==> src/rtl/nrisc_mc.sv <==
// nrisc_mc -- multi-cycle NRISC core between separate instruction and data memories.
//
// Executes the 8-bit NRISC encoding (op=[7:4], rd=[3:2], rs=[1:0]) over four
// W-bit registers. One instruction completes before the next fetch, so there
// is no forwarding. Memory accesses use valid/ready handshakes and tolerate
// any number of wait states. The PC and addresses are AW bits wide.
//
// Optional feature macro: NRISC_MUL_EN
//   defined   -> opcode B is MUL (low W bits of R[rd]*R[rs]), single-cycle EXEC
//   undefined -> opcode B is a NOP and no multiplier is built
//
// Parameters:
//   W   data/register width (>= 4)
//   AW  instruction/data address width, also the PC width
//
// Ports:
//   clk, rst                 rising-edge clock, asynchronous active-high reset
//   halt                     pause request, taken only at instruction boundaries
//   imem_req/addr/data/ready instruction fetch handshake (addr == pc)
//   dmem_req/we/addr/wdata/rdata/ready  data access handshake
//   pc                       address of the current or next instruction
//   halted                   high once a HALT instruction has executed

module nrisc_mc #(
    parameter int W  = 8,
    parameter int AW = 8
) (
    input  logic          clk,
    input  logic          rst,
    input  logic          halt,
    output logic          imem_req,
    output logic [AW-1:0] imem_addr,
    input  logic [7:0]    imem_data,
    input  logic          imem_ready,
    output logic          dmem_req,
    output logic          dmem_we,
    output logic [AW-1:0] dmem_addr,
    output logic [W-1:0]  dmem_wdata,
    input  logic [W-1:0]  dmem_rdata,
    input  logic          dmem_ready,
    output logic [AW-1:0] pc,
    output logic          halted
);

    typedef enum logic [2:0] {
        S_IDLE,
        S_FETCH,
        S_EXEC,
        S_MEM,
        S_HALTED
    } state_t;

    localparam logic [3:0] OP_ADD  = 4'h0;
    localparam logic [3:0] OP_SUB  = 4'h1;
    localparam logic [3:0] OP_AND  = 4'h2;
    localparam logic [3:0] OP_OR   = 4'h3;
    localparam logic [3:0] OP_SLT  = 4'h4;
    localparam logic [3:0] OP_LI   = 4'h5;
    localparam logic [3:0] OP_LD   = 4'h6;
    localparam logic [3:0] OP_ST   = 4'h7;
    localparam logic [3:0] OP_BEQ  = 4'h8;
    localparam logic [3:0] OP_JR   = 4'h9;
    localparam logic [3:0] OP_SHL  = 4'hA;
    localparam logic [3:0] OP_MUL  = 4'hB;
    localparam logic [3:0] OP_HALT = 4'hF;

    state_t              state, state_nxt;
    logic [7:0]          ir;
    logic [3:0][W-1:0]   regs;

    logic [3:0]          op;
    logic [1:0]          rd, rs;
    logic [W-1:0]        a, b;
    logic [W-1:0]        res;
    logic                res_wr;
    logic [AW-1:0]       pc_exec;

    // Low AW bits of a register value, zero-extended when W < AW.
    function automatic logic [AW-1:0] to_addr(input logic [W-1:0] v);
        logic [W+AW-1:0] ext;
        ext = {{AW{1'b0}}, v};
        return ext[AW-1:0];
    endfunction

    assign op = ir[7:4];
    assign rd = ir[3:2];
    assign rs = ir[1:0];
    assign a  = regs[rd];
    assign b  = regs[rs];

    // Execute datapath: result, writeback enable and next pc for EXEC.
    // Operands are the registers as they stand before EXEC, so a BEQ target
    // is never affected by its own writeback.
    always_comb begin
        res     = '0;
        res_wr  = 1'b0;
        pc_exec = pc + AW'(1);
        case (op)
            OP_ADD: begin res = a + b; res_wr = 1'b1; end
            OP_SUB: begin res = a - b; res_wr = 1'b1; end
            OP_AND: begin res = a & b; res_wr = 1'b1; end
            OP_OR:  begin res = a | b; res_wr = 1'b1; end
            OP_SLT: begin
                res    = ($signed(a) < $signed(b)) ? W'(1) : '0;
                res_wr = 1'b1;
            end
            OP_LI:  begin res = {{(W-2){ir[1]}}, ir[1:0]}; res_wr = 1'b1; end
            OP_SHL: begin res = {a[W-2:0], 1'b0}; res_wr = 1'b1; end
`ifdef NRISC_MUL_EN
            OP_MUL: begin res = W'(a * b); res_wr = 1'b1; end
`endif
            OP_BEQ:  if (a == b) pc_exec = to_addr(regs[0]);
            OP_JR:   pc_exec = to_addr(b);
            OP_HALT: pc_exec = pc;
            default: ;
        endcase
    end

    // Next state and handshake outputs.
    always_comb begin
        state_nxt = state;
        imem_req  = 1'b0;
        dmem_req  = 1'b0;
        halted    = 1'b0;
        case (state)
            S_IDLE:  if (!halt) state_nxt = S_FETCH;
            S_FETCH: begin
                imem_req = 1'b1;
                if (imem_ready) state_nxt = S_EXEC;
            end
            S_EXEC: begin
                if (op == OP_LD || op == OP_ST) state_nxt = S_MEM;
                else if (op == OP_HALT)         state_nxt = S_HALTED;
                else                            state_nxt = halt ? S_IDLE : S_FETCH;
            end
            S_MEM: begin
                dmem_req = 1'b1;
                if (dmem_ready) state_nxt = halt ? S_IDLE : S_FETCH;
            end
            S_HALTED: halted = 1'b1;
            default:  state_nxt = S_IDLE;
        endcase
    end

    assign imem_addr = pc;

    always_ff @(posedge clk or posedge rst) begin
        if (rst) begin
            state      <= S_IDLE;
            pc         <= '0;
            ir         <= '0;
            regs       <= '0;
            dmem_we    <= 1'b0;
            dmem_addr  <= '0;
            dmem_wdata <= '0;
        end else begin
            state <= state_nxt;
            case (state)
                S_FETCH: if (imem_ready) ir <= imem_data;
                S_EXEC: begin
                    pc <= pc_exec;
                    if (res_wr) regs[rd] <= res;
                    // Data request fields are captured once here so they stay
                    // stable for the whole MEM handshake.
                    if (op == OP_LD || op == OP_ST) begin
                        dmem_addr  <= to_addr(b);
                        dmem_we    <= (op == OP_ST);
                        dmem_wdata <= a;
                    end
                end
                S_MEM: if (dmem_ready && !dmem_we) regs[rd] <= dmem_rdata;
                default: ;
            endcase
        end
    end

endmodule

==> config.mk <==
export PLATFORM = sky130hd
export DESIGN_NAME = nrisc_mc
export DESIGN_NICKNAME = d
export VERILOG_FILES = /design/src/rtl/nrisc_mc.sv
export SDC_FILE = /design/constraint.sdc
export NUM_CORES = 1
export LEC_CHECK = 0
export ABC_CLOCK_PERIOD_IN_PS = 2700
export CAP_MARGIN = 20
export CORE_UTILIZATION = 51
export DETAILED_ROUTE_END_ITERATION = 6
export HOLD_SLACK_MARGIN = 0.08
export PLACE_DENSITY = 0.77
export SLEW_MARGIN = 20
export SYNTH_ARGS = -nofsm -noshare
export SYNTH_HDL_FRONTEND = slang
export SYNTH_SLANG_ARGS = --single-unit
==> constraint.sdc <==
create_clock -name clk -period 2.7 [get_ports clk]
set_input_delay 0.27 -clock clk [delete_from_list [all_inputs] [get_ports clk]]
set_output_delay 0.27 -clock clk [all_outputs]
set_load 0.005 [all_outputs]
==> After elaboration in Yosys (flattened, before gate mapping) <==
Index checks and enable logic that the tools add are counted.
{ "totals": {"out_inout_bits": 36, "in_bits": 21, "reg_bits": 68, "elab_cells": 81} }
{ "op_classes": {"order_cmp": 4, "n_bitwise": 4, "n_reduce_logical": 13, "n_addsub": 3, "muxes": 26, "n_eq_ne": 21} }
{ "ops": {"columns": ["op", "count"], "rows": [
  ["32-bit bitwise mux", 2],
  ["32-bit 2-to-1 mux", 2],
  ["32-bit case mux with 2 select lines", 1],
  ["8-bit case mux with 7 select lines", 1],
  ["8-bit binary-select mux with 2-bit select", 2],
  ["8-bit 2-to-1 mux", 4],
  ["8-bit case mux with 3 select lines", 1],
  ["8-bit demux with 2-bit select", 1],
  ["4-bit by 3-bit equality test with 1-bit output, second input constant", 4],
  ["4-bit equality test, second input constant", 4],
  ["3-bit 2-to-1 mux", 5],
  ["3-bit case mux with 5 select lines", 1],
  ["2-bit inequality test, second input constant", 5],
  ["8-bit by 1-bit adder with 8-bit output, second input constant", 1],
  ["8-bit adder", 1],
  ["8-bit AND", 1],
  ["4-bit by 2-bit equality test with 1-bit output, second input constant", 2],
  ["8-bit equality test", 1],
  ["8-bit < comparator", 1],
  ["8-bit OR", 1],
  ["8-bit subtractor", 1],
  ["7-bit OR reduction", 1],
  ["3-bit by 2-bit equality test with 1-bit output, second input constant", 2],
  ["2-bit by 3-bit < comparator with 1-bit output, second input constant", 2],
  ["other kinds (15)", 24]
]} }

==> Depth between registers and ports, before layout <==
{ "logic_depth": {"ltp_word": 8, "mapped_depth": 12, "ltp_nobuf": 11} }

==> Worst setup path before layout <==
No wires, ideal clock.
{ "synth_path": {"path_type": "register -> register", "from": "reg ir[0]", "to": "reg regs[21] (netlist bit)", "period_less_slack_ns": 2.985, "stages_incl_launch_ff": 11, "setup_time_ns": 0.136, "arrival_ns": 2.848, "t_required_ns": 2.564, "slack_ns": -0.285, "cell_sequence": "dfrtp_1 > buf_2 > mux4_2 > inv_1 > ha_1 > or2_2 > a221oi_1 > o22ai_1 > xor2_1 > a221oi_2 > o31ai_1"} }
{ "synth_via": {"elab_chain_len": 7, "word_cells_on_any_way": 10, "cone_classes": "add/sub (2); mux (6); bitwise (2)"} }
{ "synth_rtl": {"columns": ["item", "line_no", "source"], "rows": [
  ["start: declaration", "68", "logic [7:0] ir;"],
  ["start signal: assignment", "159", "S_FETCH: if (imem_ready) ir <= imem_data;"],
  ["8-bit binary-select mux with 2-bit select (*)", "89", "assign b = regs[rs];"],
  ["8-bit 2-to-1 mux (implied by the code) (*)", "89", null],
  ["via b[1]", "73", "logic [W-1:0] a, b;"],
  ["8-bit subtractor / 8-bit adder (equally long branches)", "100, 99", null],
  ["8-bit case mux with 7 select lines (*)", "98", "case (op)"],
  ["32-bit bitwise mux (*)", "162", "if (res_wr) regs[rd] <= res;"],
  ["32-bit 2-to-1 mux (*)", "162", null],
  ["32-bit case mux with 2 select lines (*)", "158", "case (state)"],
  ["end signal: indexed assignment", "162", null],
  ["end signal: indexed assignment", "171", "S_MEM: if (dmem_ready && !dmem_we) regs[rd] <= dmem_rdata;"],
  ["end: declaration", "69", "logic [3:0][W-1:0] regs;"]
]} }
Mark *: on every way through the listed nets, which the timed path passes. The rest lies on a longest branch. The select of a mux whose other input is x is not followed.
A chain may end at the register's enable or synchronous reset.

==> Worst setup path in the final report <==
{ "layout_path": {"from": "reg ir[0]", "to": "reg regs[9] (netlist bit)"} }
The elaborated chain is that of the path after synthesis.

==> impl_metrics.json <==
{
  "status": "finished, violations left",
  "violations": "negative setup slack",
  "crit_path_max_fanout": 5,
  "syn_inst": 478,
  "synth.avg_cell_area_um2": 10.0,
  "dp.cells": 686,
  "gp_congestion": 0.912,
  "end_kind": "flop",
  "synth_warnings": 0,
  "routed_wl_mm": 14.9,
  "stdcell_count": 706,
  "mostFrequentLayoutCells": "buf_4, dfrtp_1, clkdlybuf4s50_1",
  "die_area_um2": 9790,
  "finalMaxSlewViolations": 0,
  "clockBufferDepth": 2,
  "setup_viol": 36,
  "ys_seq_elements": 68,
  "drive_gt1_share_pct": 39.3,
  "synth_edf_count": 0,
  "area_growth_pct": 37.0,
  "cts_sinks": 68,
  "cts_max_level": 3,
  "start_kind": "flop",
  "grt_pass1_wl_mm": 22.4,
  "cts_tree": "built",
  "worstMarginPinSlew_ns": 0.622,
  "rsz0062_at_grt": "true",
  "grt_pass1_vias": 4311,
  "grt_overflow": 0,
  "required_ns": 2.94,
  "period_share_pct": 111,
  "yosysTopAreaCellShare_pct": 35.5,
  "clock_latency_ns": 0.35,
  "grt_max_degree": 69,
  "slew_headroom_pct": 58.5,
  "endpoint": "regs[9]",
  "cts_buffers": 9,
  "grt_util_all_layers_pct": 30.1,
  "ys.flop_type": "dfrtp_1",
  "avgRoutedWirePerCell_um": 21.1,
  "cts_root_buffer": "clkbuf_8",
  "hold_viol": 0,
  "r2r-end": "regs[9]",
  "yosysTopAreaCell": "dfrtp_1",
  "min_period_ns": 3.00,
  "drt_iter0_markers": 394,
  "fmax_mhz": 333,
  "clk_pin_slew_ns": 0.08,
  "synth.distinct_cells": 67,
  "ant_nets": 0,
  "synth.area.top_cells": "dfrtp_1, mux2_2, mux4_2, ha_1, o21ai_0",
  "syn-num-nets": 526,
  "initial_core_util_pct": 52.4,
  "crit_type": "flop to flop",
  "maxCapViolations": 0,
  "ys_seq_area_share_pct": 35.5,
  "min_path_type": "primary input to asynchronous set/reset pin",
  "antenna_found_initial": 0,
  "fin_worst_skew_ns": 0.0138,
  "place_hpwl_mm": 10.3,
  "r2r_cells": 8,
  "post-place-ws_ns": -0.299,
  "final_common_cell": "buf_4",
  "route.vias.total": 4507,
  "startpoint": "ir[0]",
  "hold_buffers": 0,
  "die_width_um": 98.9,
  "timing.rr.start": "ir[0]",
  "portBuffers": 56,
  "dr.pass1.iters": 5,
  "viasPerCell": 6.38,
  "async_reset_ff_share_pct": 100,
  "synth.cell_area_um2": 4790,
  "fin_util_pct": 71.7,
  "rrSetupSlack_ns": -0.30,
  "fin_nets": 638,
  "design.portCount": 57,
  "num_rows": 35,
  "fin_ws_ns": -0.299,
  "n_antenna_cell": 0,
  "core_area_um2": 9150,
  "die_h_um": 98.9,
  "cp.arrival_ns": 3.24,
  "route.detailed.drc": 0
}
stage by stage:
step	hold WS [ns]	cell area, µm²	TNS (ns)
floorplan	0.387	4880	-1.68
global placement	0.489	5990	-6.71
detailed placement	0.498	5990	-9.11
CTS	0.316	6270	-6.40
global route	0.351	6570	-10.31
finish	0.306	6570	-6.77
area by class of cell:
cell class	instances	area, µm²
clock buffers	9	124
clock inverters	7	98.8
fillers	614	2590
inverters	27	101
multi-input cells	345	3110
flip-flops and latches	68	1700
well taps	111	139
repair buffers	139	1280
sequential cells by signal, summed over array words and instances, names as in the netlist:
register,cells
dmem_wdata,8
ir,8
dmem_we,1
regs,32
imem_addr,8
state,3
dmem_addr,8
cells by family (layout without fill, tap and decap cells):
family,Yosys count,count (layout),synth area share (%)
buffers and inverters,65,182,6.94
multiplexers,56,56,17.3
XOR/XNOR,7,7,1.28
AND/OR/NAND/NOR,139,139,15.4
flip-flops,68,68,35.5
AO/OA/AOI/OAI,116,116,16.3
adder cells (fa/ha/maj),27,27,7.36
Yosys cell counts (3+ instances only):
library cell and n:
a221oi_1 3, xor2_1 3, nand3_1 5, ha_1 25, or2_2 3, clkbuf_1 8, mux2i_1 5, o211ai_1 6
nor3_1 8, nor2_1 29, buf_2 17, a21o_1 5, nand2b_1 8, o21a_1 4, xnor2_1 4, o21ai_1 6
nor3b_1 6, nand2_1 45, o31ai_1 7, mux2_2 34, buf_4 8, mux4_1 3, a21oi_1 23, buf_6 5
inv_1 24, a31oi_1 4, mux4_2 14, nor2b_1 8, nand3b_1 3, o21ai_0 34, o22ai_1 3, dfrtp_1 68
and3_1 7
per-layer routing:
layer / vias up / track usage [%] / wire length [µm]
met4: 0 / 13.5 / 652
met2: 254 / 48.5 / 7130
met1: 2246 / 39.9 / 5980
met3: 61 / 5.18 / 1130
met5: - / 0 / 0
li1: 1946 / - / -
worst min-delay path by stage:
stage | from | endpoint | slack, ns | cells past startpoint
floorplan | imem_data[4] | ir[4] | 0.39 | 2
global placement | dmem_wdata[5] | dmem_wdata[5] | 0.49 | 1
detailed placement | dmem_wdata[5] | dmem_wdata[5] | 0.50 | 1
CTS | rst | dmem_we | 0.32 | 3
global route | rst | state[0] | 0.35 | 3
finish | rst | ir[6] | 0.31 | 3
critical path, cell delays in order, from the launching register on:
cell     delay [ns]
dfrtp_2        0.46
mux4_2         0.64
ha_4           0.22
inv_2          0.05
fa_2           0.42
mux4_2         0.48
a22oi_2        0.21
a21oi_4        0.12
mux2_4         0.29
repair_timing:
item,in CTS,in global routing
gates resized for setup,16,67
setup endpoints to repair,38,40
setup buffers,2,2
pin swaps,2,21
Power is left out: the tool's default activity adds up to more than one toggle a clock period on the data nets, which glitch-free logic cannot reach.
==> edit: new RTL, same flow settings <==
Change the parameter `AW` from 8 to 9.
--- a/src/rtl/nrisc_mc.sv
+++ b/src/rtl/nrisc_mc.sv
@@ -23,7 +23,7 @@
 
 module nrisc_mc #(
     parameter int W  = 8,
-    parameter int AW = 8
+    parameter int AW = 9
 ) (
     input  logic          clk,
     input  logic          rst,
Ports: changed (resized dmem_addr, imem_addr and pc); port bits go from 57 to 60. The function was not compared with the original's and may differ.
==> edit against the original RTL <==
Non-clock buffer count up 39. Synthesized cell count increased by 2.9%. Die area shrank 1.5%. Design area increased by 6.3%. Critical endpoint is now imem_addr[1]$_DFFE_PP0P_. Sequential share of layout area shrank 1.2 points. Wire length rose by 12%. Area after synthesis shrank 1.5%. The flow finishes with violations (DRC, setup timing). Sequential cell count grew 1. Setup slack improved by 0.021 ns. Hold slack gained 0.022 ns. Count of clock-buffer cells in the layout unchanged.
Power is left out: the tool's default activity adds up to more than one toggle a clock period on the data nets, which glitch-free logic cannot reach.
==> edit: results (changes against the original RTL) <==
status -> finished with violations (unchanged)
failing checks -> DRC, setup timing (was setup timing)
largest net degree at the start of global routing -> 40 (was 69)
Routed wire per std cell -> 22.0 um (was 21.1 um)
Final Worst Setup Slack -> -0.278 ns (was -0.299 ns)
Post-synth top cells -> 69 x dfrtp_1, 54 x nand2_1, 37 x o21ai_0 (was 68 x dfrtp_1, 45 x nand2_1, 34 x mux2_2, 34 x o21ai_0, 29 x nor2_1)
share of layout cells above drive strength 1 -> 0.438 (was 0.393)
DRC viols -> 3 (was 0)
WP data arrival -> 3.19 ns (was 3.24 ns)
first-pass iteration count of the detailed router -> 7 (was 5)
synth top area cells -> dfrtp_1 37%, mux4_2 7.6%, mux2_2 7.2% (was dfrtp_1 35%, mux2_2 8.0%, mux4_2 6.6%)
Non-Filler Instances -> 756 (was 706)
Root Buffer Master -> clkbuf_8 (unchanged)
Inst Count DP -> 720 (was 686)
met1 Use GR -> 0.464 (was 0.399)
CTS max path bufs -> 2 (unchanged)
CTS Buf Count -> 9 (unchanged)
highest metal used -> met4 (unchanged)
First DRT Iteration DRCs -> 420 (was 394)
sequential cell area fraction in the yosys report -> 0.366 (was 0.355)
Largest Register -> regs (unchanged)
Final nets -> 691 (was 638)
CP endpoint -> imem_addr[1]$_DFFE_PP0P_ (was regs[9]$_DFFE_PP0P_)
routability cong. -> 0.949 (was 0.912)
dpl hpwl -> 10.9 mm (was 10.3 mm)
Vias/cell -> 6.32 (was 6.38)
Final setup viols -> 41 (was 36)
Slew @ Worst Pin -> 0.707 ns (was 0.622 ns)
synthesis warning total -> 0 (unchanged)
Worst Hold Class -> input pin to async pin (unchanged)
r2r worst-path depth -> 10 (was 8)
vias in the first global route -> 4715 (was 4311)
Crit Path Max Fanout -> 6 (was 5)
Yosys cell types -> 62 (was 67)
crit-path max cell delay -> 0.56 ns (was 0.64 ns)
IO Port Bufs -> 58 (was 56)
M1 WL -> 6.74 mm (was 5.98 mm)
syn_nets -> 540 (was 526)
initial antenna violation count -> 0 (unchanged)
Post-Synthesis Cells -> 492 (was 478)
met3 wire length -> 1.28 mm (was 1.13 mm)
top cell family by delay on the critical path -> multiplexers (unchanged)
H-tree levels -> 3 (unchanged)
CP Launch Point -> ir[2]$_DFFE_PP0P_ (was ir[0]$_DFFE_PP0P_)
met2 usage -> 0.546 (was 0.485)
Total GRT Usage -> 0.339 (was 0.301)
met3 GRT Util -> 0.0544 (was 0.0518)
max FFs per register -> 32 (unchanged)
first-pass GRT wire length -> 25.4 mm (was 22.4 mm)
clock skew -> 0.0155 ns (was 0.0138 ns)
pre-CTS setup slack -> -0.350 ns (was -0.299 ns)
metal2 WL -> 7.90 mm (was 7.13 mm)
DP Area -> 6100 um2 (was 5990 um2)
n_diodes -> 0 (unchanged)
clock latency at the later pin of the worst-skew pair -> 0.36 ns
CTS clk-pin slew, worst paths -> 0.09 ns
edit: changes by cell type after synthesis, sizes merged, moves of 5 or more:
cell,unedited run,this run
buf,30,21
clkbuf,8,17
nand2,45,54
o21ai,40,48
a221oi,5,12
a21oi,23,18
edit: stage by stage:
step	setup TNS, ns	hold slack (ns)
after floorplan	-1.51	0.387
after global placement	-7.32	0.483
after detailed placement	-9.41	0.496
after CTS	-4.74	0.341
after global routing	-10.24	0.412
final	-6.67	0.329
edit: repair_timing:
action,in CTS,in global routing
setup endpoints to repair,41,41
pin swaps,29,32
buffers inserted,10,12
hold endpoints to repair,0,0
gates resized for setup,93,50
edit: area by class of cell:
class	count	area, um2
Timing Repair Buffer	178	1580
Sequential cell	69	1730
Multi-Input combinational cell	356	3230
Clock inverter	7	73.8
Fill cell	527	1870
Inverter	29	111
Clock buffer	9	124
Tap cell	108	135
edit: worst min-delay path by stage:
stage / slack [ns] / endpoint / startpoint
after global placement: 0.48 / regs[16]$_DFFE_PP0P_ / regs[16]$_DFFE_PP0P_
after detailed placement: 0.50 / dmem_wdata[5]$_DFFE_PP0P_ / dmem_wdata[5]$_DFFE_PP0P_
final: 0.33 / state[2]$_DFFE_PP0P_ / rst
after global routing: 0.41 / dmem_addr[7]$_DFFE_PP0P_ / rst
after floorplan: 0.39 / ir[4]$_DFFE_PP0P_ / imem_data[4]
after CTS: 0.34 / state[2]$_DFFE_PP0P_ / rst
edit: cell families (layout without fill, tap and decap cells):
group,Yosys count,after routing,synth area share
DFF,69,69,0.366
xor gates and xnor gates,3,3,0.00557
AOI/OAI and AO/OA,123,123,0.171
adders and majority gates,27,27,0.0748
other,1,1,0.000795
and+or+nand+nor,154,154,0.165
muxes,48,48,0.152
buffers and inverters,67,223,0.0652
